### src/rtl/uart_fifo_core.sv
// uart_fifo_core: single-clock UART with runtime divisor/parity/stop, 16x majority-vote RX and TX/RX FIFOs.
// Optional RX idle timeout is compiled in when UART_RX_TIMEOUT_EN is defined.
module uart_fifo_core #(
    parameter int P_UART_DATA_WIDTH = 8,
    parameter int P_TX_FIFO_DEPTH   = 16,
    parameter int P_RX_FIFO_DEPTH   = 16,
    parameter int P_DIV_WIDTH       = 16,
    parameter int P_TIMEOUT_CHARS   = 4
) (
    input  logic                                 clock,
    input  logic                                 reset,
    input  logic [P_DIV_WIDTH-1:0]               i_cfg_div,
    input  logic [1:0]                           i_cfg_parity,
    input  logic                                 i_cfg_stop2,
    input  logic                                 i_uart_rx,
    output logic                                 o_uart_tx,
    input  logic [P_UART_DATA_WIDTH-1:0]         i_user_tx_data,
    input  logic                                 i_user_tx_valid,
    output logic                                 o_user_tx_ready,
    output logic [P_UART_DATA_WIDTH-1:0]         o_user_rx_data,
    output logic [1:0]                           o_user_rx_err,
    output logic                                 o_user_rx_valid,
    input  logic                                 i_user_rx_ready,
    output logic                                 o_rx_overflow,
    output logic [$clog2(P_TX_FIFO_DEPTH):0]     o_tx_level,
    output logic [$clog2(P_RX_FIFO_DEPTH):0]     o_rx_level,
    output logic                                 o_rx_timeout
);
    localparam int N   = P_UART_DATA_WIDTH;
    localparam int TAW = $clog2(P_TX_FIFO_DEPTH);
    localparam int RAW = $clog2(P_RX_FIFO_DEPTH);
    localparam logic [TAW:0]         TX_FULL_LVL = (TAW+1)'(P_TX_FIFO_DEPTH);
    localparam logic [RAW:0]         RX_FULL_LVL = (RAW+1)'(P_RX_FIFO_DEPTH);
    localparam logic [3:0]           BIT_LAST    = 4'(P_UART_DATA_WIDTH - 1);
    localparam logic [P_DIV_WIDTH-1:0] DIV_ONE   = 1;

    typedef enum logic [2:0] {TX_IDLE, TX_START, TX_DATA, TX_PARITY, TX_STOP} tx_state_t;
    typedef enum logic [2:0] {RX_IDLE, RX_START, RX_DATA, RX_PARITY, RX_STOP} rx_state_t;

    // Free-running oversample tick; ">=" keeps it safe when the divisor shrinks at runtime.
    logic [P_DIV_WIDTH-1:0] div_cnt_reg, div_last;
    logic                   tick;
    assign div_last = (i_cfg_div == '0) ? '0 : i_cfg_div - DIV_ONE;
    assign tick     = (div_cnt_reg >= div_last);

    always_ff @(posedge clock or negedge reset)
        if (!reset)    div_cnt_reg <= '0;
        else if (tick) div_cnt_reg <= '0;
        else           div_cnt_reg <= div_cnt_reg + DIV_ONE;

    // ---------------- TX FIFO ----------------
    logic [N-1:0] tx_mem [P_TX_FIFO_DEPTH];
    logic [TAW:0] tx_wr_ptr_reg, tx_rd_ptr_reg, tx_level;
    logic         tx_empty, tx_full, tx_push, tx_pop;
    assign tx_level        = tx_wr_ptr_reg - tx_rd_ptr_reg;
    assign tx_empty        = (tx_level == '0);
    assign tx_full         = (tx_level == TX_FULL_LVL);
    assign o_user_tx_ready = !tx_full || tx_pop;
    assign tx_push         = i_user_tx_valid && o_user_tx_ready;
    assign o_tx_level      = tx_level;

    always_ff @(posedge clock)
        if (tx_push) tx_mem[tx_wr_ptr_reg[TAW-1:0]] <= i_user_tx_data;

    always_ff @(posedge clock or negedge reset)
        if (!reset) begin
            tx_wr_ptr_reg <= '0;
            tx_rd_ptr_reg <= '0;
        end else begin
            if (tx_push) tx_wr_ptr_reg <= tx_wr_ptr_reg + 1'b1;
            if (tx_pop)  tx_rd_ptr_reg <= tx_rd_ptr_reg + 1'b1;
        end

    // ---------------- TX FSM ----------------
    tx_state_t    tx_state_reg, tx_state_next;
    logic [N-1:0] tx_shift_reg;
    logic [4:0]   tx_tick_reg;
    logic [3:0]   tx_bit_reg;
    logic         tx_par_en_reg, tx_par_bit_reg, tx_stop2_reg, tx_bit_end;
    assign tx_bit_end = tick && (tx_tick_reg ==
                        ((tx_state_reg == TX_STOP && tx_stop2_reg) ? 5'd31 : 5'd15));

    always_ff @(posedge clock or negedge reset)
        if (!reset) tx_state_reg <= TX_IDLE;
        else        tx_state_reg <= tx_state_next;

    always_comb begin
        tx_state_next = tx_state_reg;
        tx_pop        = 1'b0;
        case (tx_state_reg)
            TX_IDLE:   if (tick && !tx_empty) begin
                           tx_pop        = 1'b1;
                           tx_state_next = TX_START;
                       end
            TX_START:  if (tx_bit_end) tx_state_next = TX_DATA;
            TX_DATA:   if (tx_bit_end && tx_bit_reg == BIT_LAST)
                           tx_state_next = tx_par_en_reg ? TX_PARITY : TX_STOP;
            TX_PARITY: if (tx_bit_end) tx_state_next = TX_STOP;
            TX_STOP:   if (tx_bit_end) begin
                           // Back-to-back frames: next start bit follows the stop bit directly.
                           tx_pop        = !tx_empty;
                           tx_state_next = tx_empty ? TX_IDLE : TX_START;
                       end
            default:   tx_state_next = TX_IDLE;
        endcase
    end

    always_comb begin
        o_uart_tx = 1'b1;
        case (tx_state_reg)
            TX_START:  o_uart_tx = 1'b0;
            TX_DATA:   o_uart_tx = tx_shift_reg[0];
            TX_PARITY: o_uart_tx = tx_par_bit_reg;
            default:   o_uart_tx = 1'b1;
        endcase
    end

    always_ff @(posedge clock or negedge reset)
        if (!reset) begin
            tx_shift_reg   <= '0;
            tx_tick_reg    <= '0;
            tx_bit_reg     <= '0;
            tx_par_en_reg  <= 1'b0;
            tx_par_bit_reg <= 1'b0;
            tx_stop2_reg   <= 1'b0;
        end else if (tx_pop) begin
            tx_shift_reg   <= tx_mem[tx_rd_ptr_reg[TAW-1:0]];
            tx_par_en_reg  <= (i_cfg_parity == 2'd1) || (i_cfg_parity == 2'd2);
            tx_par_bit_reg <= (^tx_mem[tx_rd_ptr_reg[TAW-1:0]]) ^ (i_cfg_parity == 2'd1);
            tx_stop2_reg   <= i_cfg_stop2;
            tx_tick_reg    <= '0;
        end else if (tick) begin
            if (tx_bit_end) begin
                tx_tick_reg <= '0;
                if (tx_state_reg == TX_START) tx_bit_reg <= '0;
                if (tx_state_reg == TX_DATA) begin
                    tx_shift_reg <= tx_shift_reg >> 1;
                    tx_bit_reg   <= tx_bit_reg + 4'd1;
                end
            end else begin
                tx_tick_reg <= tx_tick_reg + 5'd1;
            end
        end

    // ---------------- RX front end and FSM ----------------
    logic [1:0]   rx_sync_reg;
    logic         rx_prev_reg, rx_line, rx_fall, rx_maj, rx_mid, rx_end;
    logic         rx_s7_reg, rx_s8_reg, rx_par_en_reg, rx_par_odd_reg, rx_par_bit_reg;
    logic [3:0]   rx_tick_reg, rx_bit_reg;
    logic [N-1:0] rx_shift_reg;
    logic         rx_start, rx_wr_req;
    rx_state_t    rx_state_reg, rx_state_next;
    assign rx_line = rx_sync_reg[1];
    assign rx_fall = rx_prev_reg && !rx_line;
    assign rx_maj  = (rx_s7_reg & rx_s8_reg) | (rx_s7_reg & rx_line) | (rx_s8_reg & rx_line);
    assign rx_mid  = tick && (rx_tick_reg == 4'd9);
    assign rx_end  = tick && (rx_tick_reg == 4'd15);

    always_ff @(posedge clock or negedge reset)
        if (!reset) begin
            rx_sync_reg  <= 2'b11;
            rx_prev_reg  <= 1'b1;
            rx_state_reg <= RX_IDLE;
        end else begin
            rx_sync_reg  <= {rx_sync_reg[0], i_uart_rx};
            rx_prev_reg  <= rx_line;
            rx_state_reg <= rx_state_next;
        end

    // A held-low line (break) never yields a new falling edge, so RX waits for the line to recover.
    always_comb begin
        rx_state_next = rx_state_reg;
        rx_start      = 1'b0;
        rx_wr_req     = 1'b0;
        case (rx_state_reg)
            RX_IDLE:   if (rx_fall) begin
                           rx_start      = 1'b1;
                           rx_state_next = RX_START;
                       end
            RX_START:  if (rx_mid && rx_maj) rx_state_next = RX_IDLE;
                       else if (rx_end)      rx_state_next = RX_DATA;
            RX_DATA:   if (rx_end && rx_bit_reg == BIT_LAST)
                           rx_state_next = rx_par_en_reg ? RX_PARITY : RX_STOP;
            RX_PARITY: if (rx_end) rx_state_next = RX_STOP;
            RX_STOP:   if (rx_mid) begin
                           rx_wr_req     = 1'b1;
                           rx_state_next = RX_IDLE;
                       end
            default:   rx_state_next = RX_IDLE;
        endcase
    end

    always_ff @(posedge clock or negedge reset)
        if (!reset) begin
            rx_tick_reg    <= '0;
            rx_bit_reg     <= '0;
            rx_shift_reg   <= '0;
            rx_s7_reg      <= 1'b1;
            rx_s8_reg      <= 1'b1;
            rx_par_en_reg  <= 1'b0;
            rx_par_odd_reg <= 1'b0;
            rx_par_bit_reg <= 1'b0;
        end else if (rx_start) begin
            rx_tick_reg    <= '0;
            rx_par_en_reg  <= (i_cfg_parity == 2'd1) || (i_cfg_parity == 2'd2);
            rx_par_odd_reg <= (i_cfg_parity == 2'd1);
        end else if (tick) begin
            rx_tick_reg <= rx_tick_reg + 4'd1;
            if (rx_tick_reg == 4'd7) rx_s7_reg <= rx_line;
            if (rx_tick_reg == 4'd8) rx_s8_reg <= rx_line;
            if (rx_mid && rx_state_reg == RX_DATA)   rx_shift_reg   <= {rx_maj, rx_shift_reg[N-1:1]};
            if (rx_mid && rx_state_reg == RX_PARITY) rx_par_bit_reg <= rx_maj;
            if (rx_end && rx_state_reg == RX_START)  rx_bit_reg     <= '0;
            if (rx_end && rx_state_reg == RX_DATA)   rx_bit_reg     <= rx_bit_reg + 4'd1;
        end

    // ---------------- RX FIFO ----------------
    logic [N+1:0] rx_mem [P_RX_FIFO_DEPTH];
    logic [N+1:0] rx_word, rx_head;
    logic [RAW:0] rx_wr_ptr_reg, rx_rd_ptr_reg, rx_level;
    logic         rx_full, rx_push, rx_pop, rx_ovf_reg;
    assign rx_word = {rx_par_en_reg && (^rx_shift_reg ^ rx_par_bit_reg ^ rx_par_odd_reg),
                      !rx_maj, rx_shift_reg};
    assign rx_level        = rx_wr_ptr_reg - rx_rd_ptr_reg;
    assign rx_full         = (rx_level == RX_FULL_LVL);
    assign o_user_rx_valid = (rx_level != '0);
    assign rx_pop          = o_user_rx_valid && i_user_rx_ready;
    assign rx_push         = rx_wr_req && (!rx_full || rx_pop);
    assign rx_head         = rx_mem[rx_rd_ptr_reg[RAW-1:0]];
    assign o_user_rx_data  = o_user_rx_valid ? rx_head[N-1:0] : '0;
    assign o_user_rx_err   = o_user_rx_valid ? rx_head[N+1:N] : 2'b00;
    assign o_rx_level      = rx_level;
    assign o_rx_overflow   = rx_ovf_reg;

    always_ff @(posedge clock)
        if (rx_push) rx_mem[rx_wr_ptr_reg[RAW-1:0]] <= rx_word;

    always_ff @(posedge clock or negedge reset)
        if (!reset) begin
            rx_wr_ptr_reg <= '0;
            rx_rd_ptr_reg <= '0;
            rx_ovf_reg    <= 1'b0;
        end else begin
            if (rx_push) rx_wr_ptr_reg <= rx_wr_ptr_reg + 1'b1;
            if (rx_pop)  rx_rd_ptr_reg <= rx_rd_ptr_reg + 1'b1;
            rx_ovf_reg <= rx_wr_req && !rx_push;
        end

`ifdef UART_RX_TIMEOUT_EN
    // Fires once per write burst: armed by a write, disarmed when it fires.
    logic [31:0] to_cnt_reg, to_limit;
    logic        to_armed_reg, to_pulse_reg, cfg_par_en;
    assign cfg_par_en = (i_cfg_parity == 2'd1) || (i_cfg_parity == 2'd2);
    assign to_limit   = 32'(P_TIMEOUT_CHARS) * (32'(N + 2) + 32'(cfg_par_en) + 32'(i_cfg_stop2)) * 32'd16;

    always_ff @(posedge clock or negedge reset)
        if (!reset) begin
            to_cnt_reg   <= '0;
            to_armed_reg <= 1'b0;
            to_pulse_reg <= 1'b0;
        end else begin
            to_pulse_reg <= 1'b0;
            if (rx_push) begin
                to_cnt_reg   <= '0;
                to_armed_reg <= 1'b1;
            end else if (rx_start || rx_pop) begin
                to_cnt_reg <= '0;
            end else if (tick && to_armed_reg && rx_level != '0) begin
                if (to_cnt_reg == to_limit - 32'd1) begin
                    to_pulse_reg <= 1'b1;
                    to_armed_reg <= 1'b0;
                    to_cnt_reg   <= '0;
                end else begin
                    to_cnt_reg <= to_cnt_reg + 32'd1;
                end
            end
        end
    assign o_rx_timeout = to_pulse_reg;
`else
    assign o_rx_timeout = 1'b0;
`endif
endmodule
### config.mk
export PLATFORM = sky130hd
export DESIGN_NAME = uart_fifo_core
export DESIGN_NICKNAME = d
export VERILOG_FILES = /design/src/rtl/uart_fifo_core.sv
export SDC_FILE = /design/constraint.sdc
export NUM_CORES = 1
export LEC_CHECK = 0
export ABC_CLOCK_PERIOD_IN_PS = 13200
export CORE_ASPECT_RATIO = 1.5
export CORE_MARGIN = 5
export CORE_UTILIZATION = 35
export DETAILED_ROUTE_END_ITERATION = 8
export HOLD_SLACK_MARGIN = 0.15
export PLACE_DENSITY = 0.58
export RECOVER_POWER = 50
export SYNTH_ARGS = -nofsm -noshare
export SYNTH_HDL_FRONTEND = slang
export SYNTH_SLANG_ARGS = --single-unit
export TNS_END_PERCENT = 1
### constraint.sdc
create_clock -name clock -period 13.2 [get_ports clock]
set_input_delay 2.64 -clock clock [delete_from_list [all_inputs] [get_ports clock]]
set_output_delay 2.64 -clock clock [all_outputs]
set_load 0.05 [all_outputs]
# Yosys cells after proc, flatten, opt, wreduce, memory -nomap -nowiden
# Memories as Yosys holds them, arrays and structs flattened.
# Cells that the tools add are included.
[op_classes] n_eq_ne=29 mux=46 n_lt_le_gt_ge=1 n_reduce_logical=49 n_addsub=12 n_bitwise=10
[ops] op="2-to-1 mux 8 bit" n=5
[ops] op="2-to-1 mux 3 bit" n=13
[ops] op="2-to-1 mux 16 bit" n=2
[ops] op="case mux 3 bit (5 select lines)" n=2
[ops] op="adder 5 x 1 -> 5 bit, second input constant" n=5
[ops] op="2-to-1 mux 4 bit" n=6
[ops] op="2-to-1 mux 5 bit" n=4
[ops] op="logical AND 1 bit" n=18
[ops] op="!= test 2 bit, second input constant" n=9
[ops] op="AND reduction 3 bit" n=6
[ops] op="adder 16 x 1 -> 16 bit, second input constant" n=1
[ops] op=">= comparator 16 bit" n=1
[ops] op="logical NOT 16 bit" n=1
[ops] op="XOR reduction 8 bit" n=2
[ops] op="subtractor 16 x 1 -> 16 bit, second input constant" n=1
[ops] op="adder 4 x 1 -> 4 bit, second input constant" n=3
[ops] op="equality test 3 x 2 -> 1 bit, second input constant" n=4
[ops] op="equality test 4 x 3 -> 1 bit, second input constant" n=3
[ops] op="equality test 4 bit, second input constant" n=3
[ops] op="nonzero test 2 bit" n=6
[ops] op="2-to-1 mux 1 bit" n=11
[ops] op="equality test 5 bit, second input constant" n=2
[ops] op="AND reduction 5 bit" n=2
[ops] op="subtractor 5 bit" n=2
[ops] op="19 further kinds" n=35
[word_totals] register_bits=87 memories=2 input_bits=32 ramBits=288
[memory_table] memory="rx_mem" words=16 width=10 rd=1 rd_clocked_by_memory_dff=0 write_ports=1 line="218" rtl="logic [N+1:0] rx_mem [P_RX_FIFO_DEPTH];"
[memory_table] memory="tx_mem" words=16 width=8 rd=1 rd_clocked_by_memory_dff=0 write_ports=1 line="52" rtl="logic [N-1:0] tx_mem [P_TX_FIFO_DEPTH];"

# Depth between registers and ports, before layout
[depth] word_depth=11 mapped_depth=19 depth_no_buf=15

# Worst setup path after synthesis
# OpenSTA, ideal clock, no wires.
[synth_timing] path_kind="input to output" from="input i_cfg_div[9]" to="output o_user_tx_ready" path_buffers=1 cell_stages=14 required_ns=10.560 slack_ns=4.961 arrival_time_ns=5.599 path_cell_list="or4_1 nor4_1 nor2b_1 nand4b_1 clkbuf_1 nand2_1 ha_1 a31oi_1 nor2b_1 a311oi_1 o21ai_1 a221oi_1 o21ai_1 a31o_2"
[synth_between] elab_chain_cells=7 word_cells_on_any_way=10 classes_between="add/sub: 1; order compare: 1; mux: 4; reduce/logical: 4"
[synth_rtl] element="from (decl)" line="12" rtl="input logic [P_DIV_WIDTH-1:0] i_cfg_div,"
[synth_rtl] element="subtractor 16 x 1 -> 16 bit / logical NOT 16 bit (equally long branches)" line="43" rtl="assign div_last = (i_cfg_div == '0) ? '0 : i_cfg_div - DIV_ONE;"
[synth_rtl] element="2-to-1 mux 16 bit *" line="43"
[synth_rtl] element=">= comparator 16 bit *" line="44" rtl="assign tick = (div_cnt_reg >= div_last);"
[synth_rtl] element="logical AND 1 bit, on equally long branches" line="80, 91"
[synth_rtl] element="2-to-1 mux 1 bit, on equally long branches" line="99, 91"
[synth_rtl] element="case mux 1 bit (2 select lines) *" line="90" rtl="case (tx_state_reg)"
[synth_rtl] element="logical OR 1 bit *" line="58" rtl="assign o_user_tx_ready = !tx_full || tx_pop;"
[synth_rtl] element="to (decl)" line="19" rtl="output logic o_user_tx_ready,"
# Mark *: on every way between the ends. The rest lies on a longest branch, timed or not.

# Worst setup path after layout
[layout_timing] from="input i_cfg_div[7]" to="output o_user_tx_ready"
# Same word-level chain as after synthesis.

==> metrics.yaml <==
htree_levels: 2
clkLatencyLatePin_ns: 0.54
period_needed_ns: 10.49
coreArea_um2: 46800
initial_core_util_pct: 35.4
cts-buffers-inserted: 38
drc: 0
synth_flop_cell: "edfxtp_1"
hpwl_um: 24500
ys_types: 66
rsz0062_at_grt: "false"
relSlewSlack_pct: -146
grt_overflow_total: 0
synth_edf_count: 288
fin_hold_ws_ns: 0.363
finalCritPeriodShare_pct: 79.5
setup_viol_count_final: 0
power.density_nw_per_um2: 198
cts_tree: "done"
cts_resized: 0
critical_path_required_ns: 10.56
clock_path_buffers: 3
p_seq_share_pct: 39.3
worstSetupPathType: "primary input to primary output"
pwr-share-comb_pct: 32.8
netlist_area_um2: 16600
leakage_nw: 7.21
fillerInstances: 4258
routed_wirelength_um: 34900
start_kind: "primary input"
syn_nets: 1101
hold_violations: 0
p_switching_mw: 1.25
routed_via_density: 5.11
ys_seq_area_share_pct: 65.3
antenna_left: 0
antenna_found_initial: 1
n_antenna_cell: 0
dieWidth_um: 188
outcome: "finished with violations"
die_h_um: 277
min_path_type: "flop to flop"
final_max_slew_viol_count: 67
async_flop_share_pct: 23.2
port_buffers: 55
cts-root-buf: "clkbuf_16"
post_cts_buffers: 0
cp-end-kind: "primary output"
grt_use_total_pct: 13.4
clockPowerShare_pct: 27.9
tns_ns: 0
drive_gt1_share_pct: 14.2
yosys_register_bits: 375
rows: 97
fin_nets: 1168
internal_power_mw: 2.51
cts.sinks: 375
grt_pass1_vias: 9438
dr.pass1.iters: 4
gp_congestion: 0.791
largest_reg_flops: 160
wire_per_inst_um: 20.4
drv_cap: 1
worst-path-max-fanout: 16
timing.fmax_mhz: 95.3
holdBufCountCts: 0
cp_data_arrival_time_ns: 7.85
grt_pass1_wl_um: 54600
num_vias: 8763
grt_max_degree: 67
switching_share_pct: 33.2
violations: "max-capacitance violations, max-slew violations"
cts.clk_slew.worst_paths_ns: 0.06
syn_to_final_growth_pct: 14.5
ios: 57
ir_worst_vdd_mv: 0.121
yosysWarnings: 0
drtIter0Drc: 396
finalClockSkew_ns: 0.0250
syn_inst: 1023
dieArea_um2: 52000
syn_avg_cell_area_um2: 16.2
tightest_slew_ns: 3.69
cell type report:
type                       count  area, um2  share of cell area [%]
clock buffer                  51       1040                    5.48
clock inverter                19        174                   0.915
inverter                      38        143                   0.751
multi-input combinational    569       5430                    28.6
sequential                   375      10800                    57.0
tap                          594        743                    3.91
timing repair buffer          68        638                    3.36
critical path, cell delays in order:
cell and delay (ns):
clkdlybuf4s50_1 0.49, or4_1 0.58, nor4_1 0.46, nor2b_1 0.25, nand4b_1 0.55, and2_1 0.41
ha_1 0.28, a31oi_1 0.18, nor2b_1 0.07, a311oi_1 0.23, o21ai_1 0.12, a221oi_1 0.44
o21ai_4 0.16, a31o_2 0.28, clkdlybuf4s50_1 0.71
routing by layer:
layer,global-route usage [%],wire (um),vias to the layer above
li1,-,-,4074
met1,14.5,12600,4483
met2,26.3,20100,148
met3,2.06,1210,58
met4,4.54,1050,0
met5,0,0,-
cell usage in the layout (no fill, tap or decap), types with 36 or more instances in the layout:
cell / count
nand2_1: 53
xnor2_1: 46
nor2_1: 65
clkbuf_16: 39
dfrtp_1: 79
clkdlybuf4s50_1: 41
ha_1: 44
mux4_2: 72
edfxtp_1: 288
inv_1: 36
Yosys cell counts, types with 11 or more instances:
master / instances / area, um2
nand3_1: 25 / 125
a21o_1: 12 / 90.1
and3_1: 25 / 156
o21ai_1: 11 / 55.1
ha_1: 44 / 551
mux2_1: 13 / 146
a21oi_1: 14 / 70.1
clkbuf_1: 25 / 93.8
nor2b_1: 16 / 100
mux4_2: 72 / 1620
mux4_1: 14 / 368
nor2_1: 65 / 244
nand2_1: 53 / 199
nand2b_1: 12 / 75.1
xnor2_1: 46 / 403
inv_1: 36 / 135
xor2_1: 27 / 236
dfrtp_1: 82 / 2050
edfxtp_1: 288 / 8650
nand4_1: 13 / 81.3
final timing paths:
path                                  startpoint          endpoint  slack (ns)  cells past startpoint
min in group asynchronous                  reset  tx_wr_ptr_reg[0]        2.35                      1
worst min-delay path              rx_sync_reg[0]    rx_sync_reg[1]        0.36                      0
max in group asynchronous                  reset  rx_rd_ptr_reg[0]        6.43                      2
worst max register to register  rx_rd_ptr_reg[1]      rx_mem[8][6]        9.11                     11
worst min register to register    rx_sync_reg[0]    rx_sync_reg[1]        0.36                      0
worst max-delay path                i_cfg_div[7]   o_user_tx_ready        2.71                     15
through the flow:
step	setup slack [ns]	utilization (%)	total power [mW]	cell area, um2	std cells
5_1_grt	2.33	40.6	3.96	19000	1714
3_5_place_dp	2.67	38.0	2.77	17800	1644
4_1_cts	2.66	40.6	3.83	19000	1714
2_1_floorplan	4.96	-	2.42	16600	1023
6_report	2.71	40.6	3.76	19000	1714
3_3_place_gp	2.70	38.0	2.76	17800	1644
power by group through the flow:
stage          logic, mW  registers, mW  clock network [mW]
6_report            1.23           1.48                1.05
5_1_grt             1.34           1.49                1.13
4_1_cts             1.27           1.48                1.08
3_5_place_dp        1.27           1.50                   0
3_3_place_gp        1.25           1.50                   0
2_1_floorplan      0.957           1.46                   0
cells by family after synthesis:
| logic type | Yosys count | synth area share, % |
|---|---|---|
| and+or+nand+nor | 257 | 7.85 |
| AOI/OAI and AO/OA | 76 | 3.25 |
| buffers and inverters | 79 | 2.13 |
| muxes | 112 | 13.7 |
| xor gates and xnor gates | 76 | 4.15 |
| other | 1 | 0.0226 |
| DFF | 375 | 65.3 |
| adders and majority gates | 47 | 3.62 |
(Power assumes the default switching activity.)
